[config.mk]
export PLATFORM = sky130hd
export DESIGN_NAME = sram_arbiter
export DESIGN_NICKNAME = d
export VERILOG_FILES = /design/src/rtl/sram_arbiter.sv
export SDC_FILE = /design/constraint.sdc
export NUM_CORES = 1
export LEC_CHECK = 0
export ABC_CLOCK_PERIOD_IN_PS = 8700
export CAP_MARGIN = 20
export CORE_MARGIN = 5
export CORE_UTILIZATION = 40
export DETAILED_ROUTE_END_ITERATION = 6
export PLACE_DENSITY = 0.59
export RECOVER_POWER = 50
export SLEW_MARGIN = 15
export SYNTH_ARGS = -nofsm -noshare
export SYNTH_HDL_FRONTEND = slang
export SYNTH_SLANG_ARGS = --single-unit
[constraint.sdc]
create_clock -name clk -period 8.7 [get_ports clk]
set_clock_uncertainty 0.05 [all_clocks]
set_input_delay 2.61 -clock clk [delete_from_list [all_inputs] [get_ports clk]]
set_output_delay 2.61 -clock clk [all_outputs]
set_load 0.01 [all_outputs]
[src/rtl/sram_arbiter.sv]
// Arbitrates one SRAM port between pipelined pixel reads, the ADC pixel stream and a buffered SPI writer.
// Optional macro SRAM_ARB_SPI_PRIO_EN lets a full SPI FIFO take precedence over pending ADC pixels.
module sram_arbiter #(
    parameter int X_RES          = 800,
    parameter int Y_RES          = 600,
    parameter int SRAM_DELAY     = 5,
    parameter int SPI_FIFO_DEPTH = 16
) (
    input  logic        clk,
    input  logic        rst,
    input  logic        frozen,
    input  logic        spi_valid,
    input  logic [15:0] spi_pixel_in,
    input  logic [11:0] spi_pixel_x,
    input  logic [11:0] spi_pixel_y,
    output logic        spi_ready,
    input  logic [37:0] adc_pixel_data,
    input  logic        adc_pixel_ready,
    output logic        adc_pixel_read,
    input  logic        request_active,
    input  logic [11:0] request_x,
    input  logic [11:0] request_y,
    output logic [15:0] request_data,
    output logic        request_ready,
    output logic        sram_we,
    output logic [19:0] sram_addr,
    output logic [16:0] sram_data_in,
    input  logic [16:0] sram_data_out,
    output logic        frozen_active
);

    localparam int PTR_W = $clog2(SPI_FIFO_DEPTH);
    localparam int CNT_W = PTR_W + 1;

    localparam logic [1:0] ST_LIVE        = 2'd0;
    localparam logic [1:0] ST_FREEZE_PEND = 2'd1;
    localparam logic [1:0] ST_FROZEN      = 2'd2;
    localparam logic [1:0] ST_THAW_PEND   = 2'd3;

    function automatic logic coord_ok(input logic signed [11:0] x, input logic signed [11:0] y);
        int xi;
        int yi;
        xi = int'(x);
        yi = int'(y);
        return (xi >= 0) && (xi < X_RES) && (yi >= 0) && (yi < Y_RES);
    endfunction

    // SPI FIFO: the head must be visible in the grant cycle, so the array is read combinationally
    logic [39:0]      fifo_mem [SPI_FIFO_DEPTH];
    logic [PTR_W-1:0] wr_ptr_q, wr_ptr_d, rd_ptr_q, rd_ptr_d;
    logic [CNT_W-1:0] count_q, count_d;
    logic             fifo_full, fifo_empty, spi_push;
    logic [39:0]      fifo_head;

    logic [1:0]  state_q, state_d;
    logic        sram_we_q, sram_we_d;
    logic [19:0] sram_addr_q, sram_addr_d;
    logic [16:0] sram_data_q, sram_data_d;
    logic [SRAM_DELAY:0] vld_q, vld_d, inb_q, inb_d;

    logic        adc_eligible, grant_read, grant_adc, grant_spi;
    logic        req_inb, adc_inb, spi_inb, frame_start, adc_wr_en;
    logic [10:0] adc_x, adc_y;
    logic        unused_bits;

    assign fifo_full  = (count_q == CNT_W'(SPI_FIFO_DEPTH));
    assign fifo_empty = (count_q == '0);
    assign spi_ready  = !fifo_full;
    assign spi_push   = spi_valid && spi_ready;
    assign fifo_head  = fifo_mem[rd_ptr_q];

    assign adc_x = adc_pixel_data[37:27];
    assign adc_y = adc_pixel_data[26:16];

    assign req_inb = coord_ok(request_x, request_y);
    assign adc_inb = coord_ok({1'b0, adc_x}, {1'b0, adc_y});
    assign spi_inb = coord_ok(fifo_head[39:28], fifo_head[27:16]);

`ifdef SRAM_ARB_SPI_PRIO_EN
    assign adc_eligible = adc_pixel_ready && !fifo_full;
`else
    assign adc_eligible = adc_pixel_ready;
`endif

    assign grant_read     = request_active;
    assign grant_adc      = !request_active && adc_eligible;
    assign grant_spi      = !request_active && !grant_adc && !fifo_empty;
    assign adc_pixel_read = grant_adc;
    assign frame_start    = grant_adc && (adc_x == '0) && (adc_y == '0);

    // Freeze takes effect on a frame boundary; the boundary pixel follows the state being entered
    always_comb begin
        state_d   = state_q;
        adc_wr_en = 1'b0;
        case (state_q)
            ST_LIVE: begin
                adc_wr_en = 1'b1;
                if (frozen) state_d = ST_FREEZE_PEND;
            end
            ST_FREEZE_PEND: begin
                adc_wr_en = !(frame_start && frozen);
                if (!frozen)          state_d = ST_LIVE;
                else if (frame_start) state_d = ST_FROZEN;
            end
            ST_FROZEN: begin
                if (!frozen) state_d = ST_THAW_PEND;
            end
            ST_THAW_PEND: begin
                adc_wr_en = frame_start && !frozen;
                if (frozen)           state_d = ST_FROZEN;
                else if (frame_start) state_d = ST_LIVE;
            end
            default: state_d = ST_LIVE;
        endcase
    end

    always_comb begin
        sram_we_d   = 1'b0;
        sram_addr_d = sram_addr_q;
        sram_data_d = sram_data_q;
        if (grant_read) begin
            if (req_inb) sram_addr_d = {request_x[9:0], request_y[9:0]};
        end else if (grant_adc) begin
            if (adc_inb && adc_wr_en) begin
                sram_we_d   = 1'b1;
                sram_addr_d = {adc_x[9:0], adc_y[9:0]};
                sram_data_d = {1'b0, adc_pixel_data[15:0]};
            end
        end else if (grant_spi) begin
            if (spi_inb) begin
                sram_we_d   = 1'b1;
                sram_addr_d = {fifo_head[37:28], fifo_head[25:16]};
                sram_data_d = {1'b0, fifo_head[15:0]};
            end
        end
    end

    always_comb begin
        wr_ptr_d = wr_ptr_q;
        rd_ptr_d = rd_ptr_q;
        count_d  = count_q;
        if (spi_push)  wr_ptr_d = wr_ptr_q + PTR_W'(1);
        if (grant_spi) rd_ptr_d = rd_ptr_q + PTR_W'(1);
        if (spi_push && !grant_spi)      count_d = count_q + CNT_W'(1);
        else if (!spi_push && grant_spi) count_d = count_q - CNT_W'(1);
    end

    // Read tracking pipeline: stage SRAM_DELAY lines up with the returned SRAM word
    genvar gi;
    generate
        for (gi = 0; gi <= SRAM_DELAY; gi++) begin : g_pipe
            if (gi == 0) begin : g_head
                assign vld_d[gi] = grant_read;
                assign inb_d[gi] = grant_read && req_inb;
            end else begin : g_tail
                assign vld_d[gi] = vld_q[gi-1];
                assign inb_d[gi] = inb_q[gi-1];
            end
        end
    endgenerate

    always_ff @(posedge clk) begin
        if (spi_push) fifo_mem[wr_ptr_q] <= {spi_pixel_x, spi_pixel_y, spi_pixel_in};
    end

    always_ff @(posedge clk) begin
        if (rst) begin
            state_q     <= ST_LIVE;
            wr_ptr_q    <= '0;
            rd_ptr_q    <= '0;
            count_q     <= '0;
            sram_we_q   <= 1'b0;
            sram_addr_q <= '0;
            sram_data_q <= '0;
            vld_q       <= '0;
            inb_q       <= '0;
        end else begin
            state_q     <= state_d;
            wr_ptr_q    <= wr_ptr_d;
            rd_ptr_q    <= rd_ptr_d;
            count_q     <= count_d;
            sram_we_q   <= sram_we_d;
            sram_addr_q <= sram_addr_d;
            sram_data_q <= sram_data_d;
            vld_q       <= vld_d;
            inb_q       <= inb_d;
        end
    end

    assign request_ready = vld_q[SRAM_DELAY];
    assign request_data  = (vld_q[SRAM_DELAY] && inb_q[SRAM_DELAY]) ? sram_data_out[15:0] : 16'h0000;
    assign sram_we       = sram_we_q;
    assign sram_addr     = sram_addr_q;
    assign sram_data_in  = sram_data_q;
    assign frozen_active = (state_q == ST_FROZEN) || (state_q == ST_THAW_PEND);
    assign unused_bits   = sram_data_out[16];

endmodule

==> results.md <==
- The share of flip-flops with an asynchronous set or reset after synthesis is 0%.
- For this run, the post-layout net count is 1732.
- The total overflow left after global routing is 0.
- The number of pins exceeding their max-slew limit in the final report was 101.
- Traced cell by cell, the critical path runs through clkdlybuf4s50_1 > buf_4 > nand2b_1 > inv_1 > clkdlybuf4s50_1.
- The global-route wire length before repair is 94100 um.
- Summed over all instances, the cell type with the most area after synthesis is sky130_fd_sc_hd__edfxtp_1.
- The initial antenna violation count is 12.
- The floorplan step defined a core boundary enclosing 68800 um2.
- The number of setup violations in the final report is 0.
- The sequential area share after synthesis is 74.0%.
- Setup repair after global routing left no endpoint under its margin.
- The critical path is of the input pin to primary output type.
- In the finished design, the share of the clock period the worst path needs comes to 79.1%.
- In this run, synthesis inferred 640 flip-flops with an integrated enable.
- Along the worst path, the maximum fanout reaches 16.
- The total routing resource utilization after global routing is 16.9%.
- Pin placement for this block handled 183 I/O pins.
- The clock period minus worst slack is 6.88 ns.
- The clock sink count is 708.
- The worst-case IR drop observed on VDD is 143 uV.
- The critical path's largest stage delay is 0.56 ns.
- The number of placed instances, taps included, is 2452.
- In the routed layout, each cell is associated on average with a via count of 5.32.
- Clock-pin slew was measured on the worst setup and hold paths at 0.06 ns.
- The maximum root-to-sink buffer count is 3.
- The actual transition at the worst max-transition pin is 4.69 ns.
- In this run the tightest slew margin relative to its limit is -213%.
- CTS built an H-tree with a depth of 3.
- After the flow finishes, the layout carries non-filler instances totaling 2591.
- The final reports fail on max-capacitance violations, max-slew violations.
- For this design, the slowest cell found on the critical path is sky130_fd_sc_hd__clkdlybuf4s50_1.
- At the later pin of the worst-skew pair, clock insertion delay measures 0.61 ns.
- The number of nets with antenna violations after routing is 0.
- The hold buffer count at CTS is 0.
- The detailed-route wire length per cell is 24.6 um.
- The post-synthesis net count is 1521.
- The total wire length is 63600 um.
- The worst setup path is launched from an input pin.
- The worst setup path is captured at a primary output.
- The most used cell along the critical path is sky130_fd_sc_hd__clkdlybuf4s50_1.
- The proportion of netlist area held by the largest area contributor is 69.1%.
- The most common cell in the netlist is sky130_fd_sc_hd__edfxtp_1.
- Relative to the synthesized area, the layout overhead comes to 19.0%.
- Among all flip-flop cells after synthesis, the most frequent one is sky130_fd_sc_hd__edfxtp_1.
- The TritonCTS clock tree is built.
- Summed over all cells, the static leakage comes to 0.0107 uW.
- For the worst setup path, the data required time is 6.04 ns.
- The per-instance average area after synthesis is 20.1 um2.
- The count of endpoints failing hold in the final timing report was 0.
- From left edge to right edge, the die measures 274 um.
- Summing every instance area after synthesis gives 27800 um2.
- The initial utilization of the core area, before any placement, comes to 40.4%.
- The floorplan has 96 rows.
- Timing would allow up to 0.145 GHz.
- After detailed routing, the number of remaining DRC violations is 0.
- The tool flagged a number of max-cap violations equal to 1.
- The maximum number of pins on one net before global-route repair is 101.
- Post-CTS timing repair inserted 0 buffers for setup.
- The buffer cell driving the clock tree root is sky130_fd_sc_hd__clkbuf_16.
- The number of buffers created by CTS is 72.
- The number of DRC markers after the initial detailed-route iteration is 1136.
- The first-pass detailed-route iteration total is 5.
- The half-perimeter wire length after detailed placement is 35700 um.
- The total number of vias is 13.8k.
- The synthesized netlist cell count is 1386.
- Routability-driven placement finished with a final weighted congestion of 0.801.
- The areal power density over the cells is 239 nW/um2.
- Setup total negative slack on the finished layout was measured at 0 ns.
- For the worst setup path, the data arrival time is 4.22 ns.
- The overall die area is 74900 um2.
- Ranked by instance count, the synthesized netlist is headed by sky130_fd_sc_hd__edfxtp_1, sky130_fd_sc_hd__mux4_2, sky130_fd_sc_hd__nor2_1.
- In this run the tool buffered the top-level ports with 180 buffer cells.
- The Yosys step of the flow raised 0 warnings.
- The via count of the first global-routing pass is 14.2k.
- The vertical extent of the die is 274 um.
- The flow ran to the end, but the final reports show violations.
- The number of flip-flops and latches in the synthesized netlist is 708.
- The post-cts sizing count is 0.
- Cells with a size suffix above 1 make up 20.0% of the layout.
- The worst min-delay path category is register to register.
- The number of inserted filler cells in the final layout is 5654.
- The number of distinct standard cells referenced by the synthesized netlist is 53.
- Sorting the synthesized cells by area gives the leading types as sky130_fd_sc_hd__edfxtp_1, sky130_fd_sc_hd__mux4_2, sky130_fd_sc_hd__dfxtp_1.
routing by layer:
layer / part of all wire [%] / GRT usage, %
met4: 1.4 / 3.60
met2: 48 / 27.7
met3: 7.7 / 4.22
met5: 0 / 0
met1: 43 / 23.3
power breakdown:
part	switching (uW)	leakage, uW	internal [uW]
Sequential	51.8	0.00633	3820
Clock	1250	0.00115	1840
Combinational	485	0.00324	477
Total	1790	0.0107	6130
flip-flops by register name, indices dropped and copies added, names as in the netlist, named ones only:
signal	flops
vld_q	6
inb_q	6
sram_we	1
fifo_mem	640
rd_ptr_q	4
state_q	1
sram_addr	20
count_q	5
wr_ptr_q	4
sram_data_in	16
cell families (layout without fill, tap and decap cells):
| logic type | count (synthesis) | in the layout | synth area share, % |
|---|---|---|---|
| buffers and inverters | 85 | 351 | 1.65 |
| xor gates and xnor gates | 11 | 11 | 0.347 |
| AOI/OAI and AO/OA | 85 | 85 | 2.05 |
| and+or+nand+nor | 249 | 249 | 4.47 |
| muxes | 237 | 237 | 17.0 |
| other | 1 | 9 | 0.0135 |
| adders and majority gates | 10 | 10 | 0.477 |
| DFF | 708 | 708 | 74.0 |
final cells by class:
cell class | count | area (um2) | area share (%)
inverter | 9 | 35.0 | 0.106
sequential | 708 | 20600 | 62.2
timing repair buffer | 213 | 2080 | 6.30
clock buffer | 92 | 1970 | 5.95
tap | 931 | 1160 | 3.52
clock inverter | 37 | 392 | 1.18
multi-input combinational | 593 | 6830 | 20.7
antenna | 8 | 20.0 | 0.0605
worst max-delay path: cells and delay by family:
family / cells / cell delay, ns
buf+inv: 4 / 1.35
simple gates: 1 / 0.25
path summary, 6_finish.rpt:
check / cells after the start / slack (ns) / endpoint / from
setup / recovery: 5 / 1.82 / adc_pixel_read / adc_pixel_ready
hold / removal: 1 / 0.39 / vld_q[4]$_SDFF_PP0_ / vld_q[3]$_SDFF_PP0_
setup reg to reg: 8 / 4.28 / sram_data_in[12]$_SDFFE_PP0P_ / register
hold reg to reg: 1 / 0.39 / vld_q[4]$_SDFF_PP0_ / vld_q[3]$_SDFF_PP0_
stage by stage:
stage	setup WS, ns	power (uW)	cell area (um2)	util [%]	hold WS, ns
finish	1.82	7920	33100	48.1	0.387
global placement	1.79	4910	30700	44.6	0.371
detailed placement	1.81	4920	30700	44.6	0.378
global route	1.75	8240	33100	48.0	0.403
CTS	1.79	8010	33100	48.1	0.392
floorplan	2.26	4610	27800	-	0.364
cells in the final DEF, fill, tap and decap left out, types with 10 or more instances in the layout:
cell                              instances
sky130_fd_sc_hd__nand2_1                 48
sky130_fd_sc_hd__mux4_2                 146
sky130_fd_sc_hd__mux2_4                  24
sky130_fd_sc_hd__nor3_1                  11
sky130_fd_sc_hd__edfxtp_1               640
sky130_fd_sc_hd__dlygate4sd3_1           41
sky130_fd_sc_hd__clkinv_2                10
sky130_fd_sc_hd__mux2i_1                 36
sky130_fd_sc_hd__dfxtp_1                 65
sky130_fd_sc_hd__clkdlybuf4s50_1        138
sky130_fd_sc_hd__nor2_1                  67
sky130_fd_sc_hd__mux4_1                  24
sky130_fd_sc_hd__clkbuf_1                15
sky130_fd_sc_hd__a21oi_1                 42
sky130_fd_sc_hd__nand3_1                 11
sky130_fd_sc_hd__clkinv_1                14
sky130_fd_sc_hd__and3_1                  17
sky130_fd_sc_hd__nand2b_1                13
sky130_fd_sc_hd__nor2b_1                 36
sky130_fd_sc_hd__nor4_1                  14
sky130_fd_sc_hd__clkbuf_16               74
sky130_fd_sc_hd__buf_4                   28
Power figures use the tool's default switching activity.
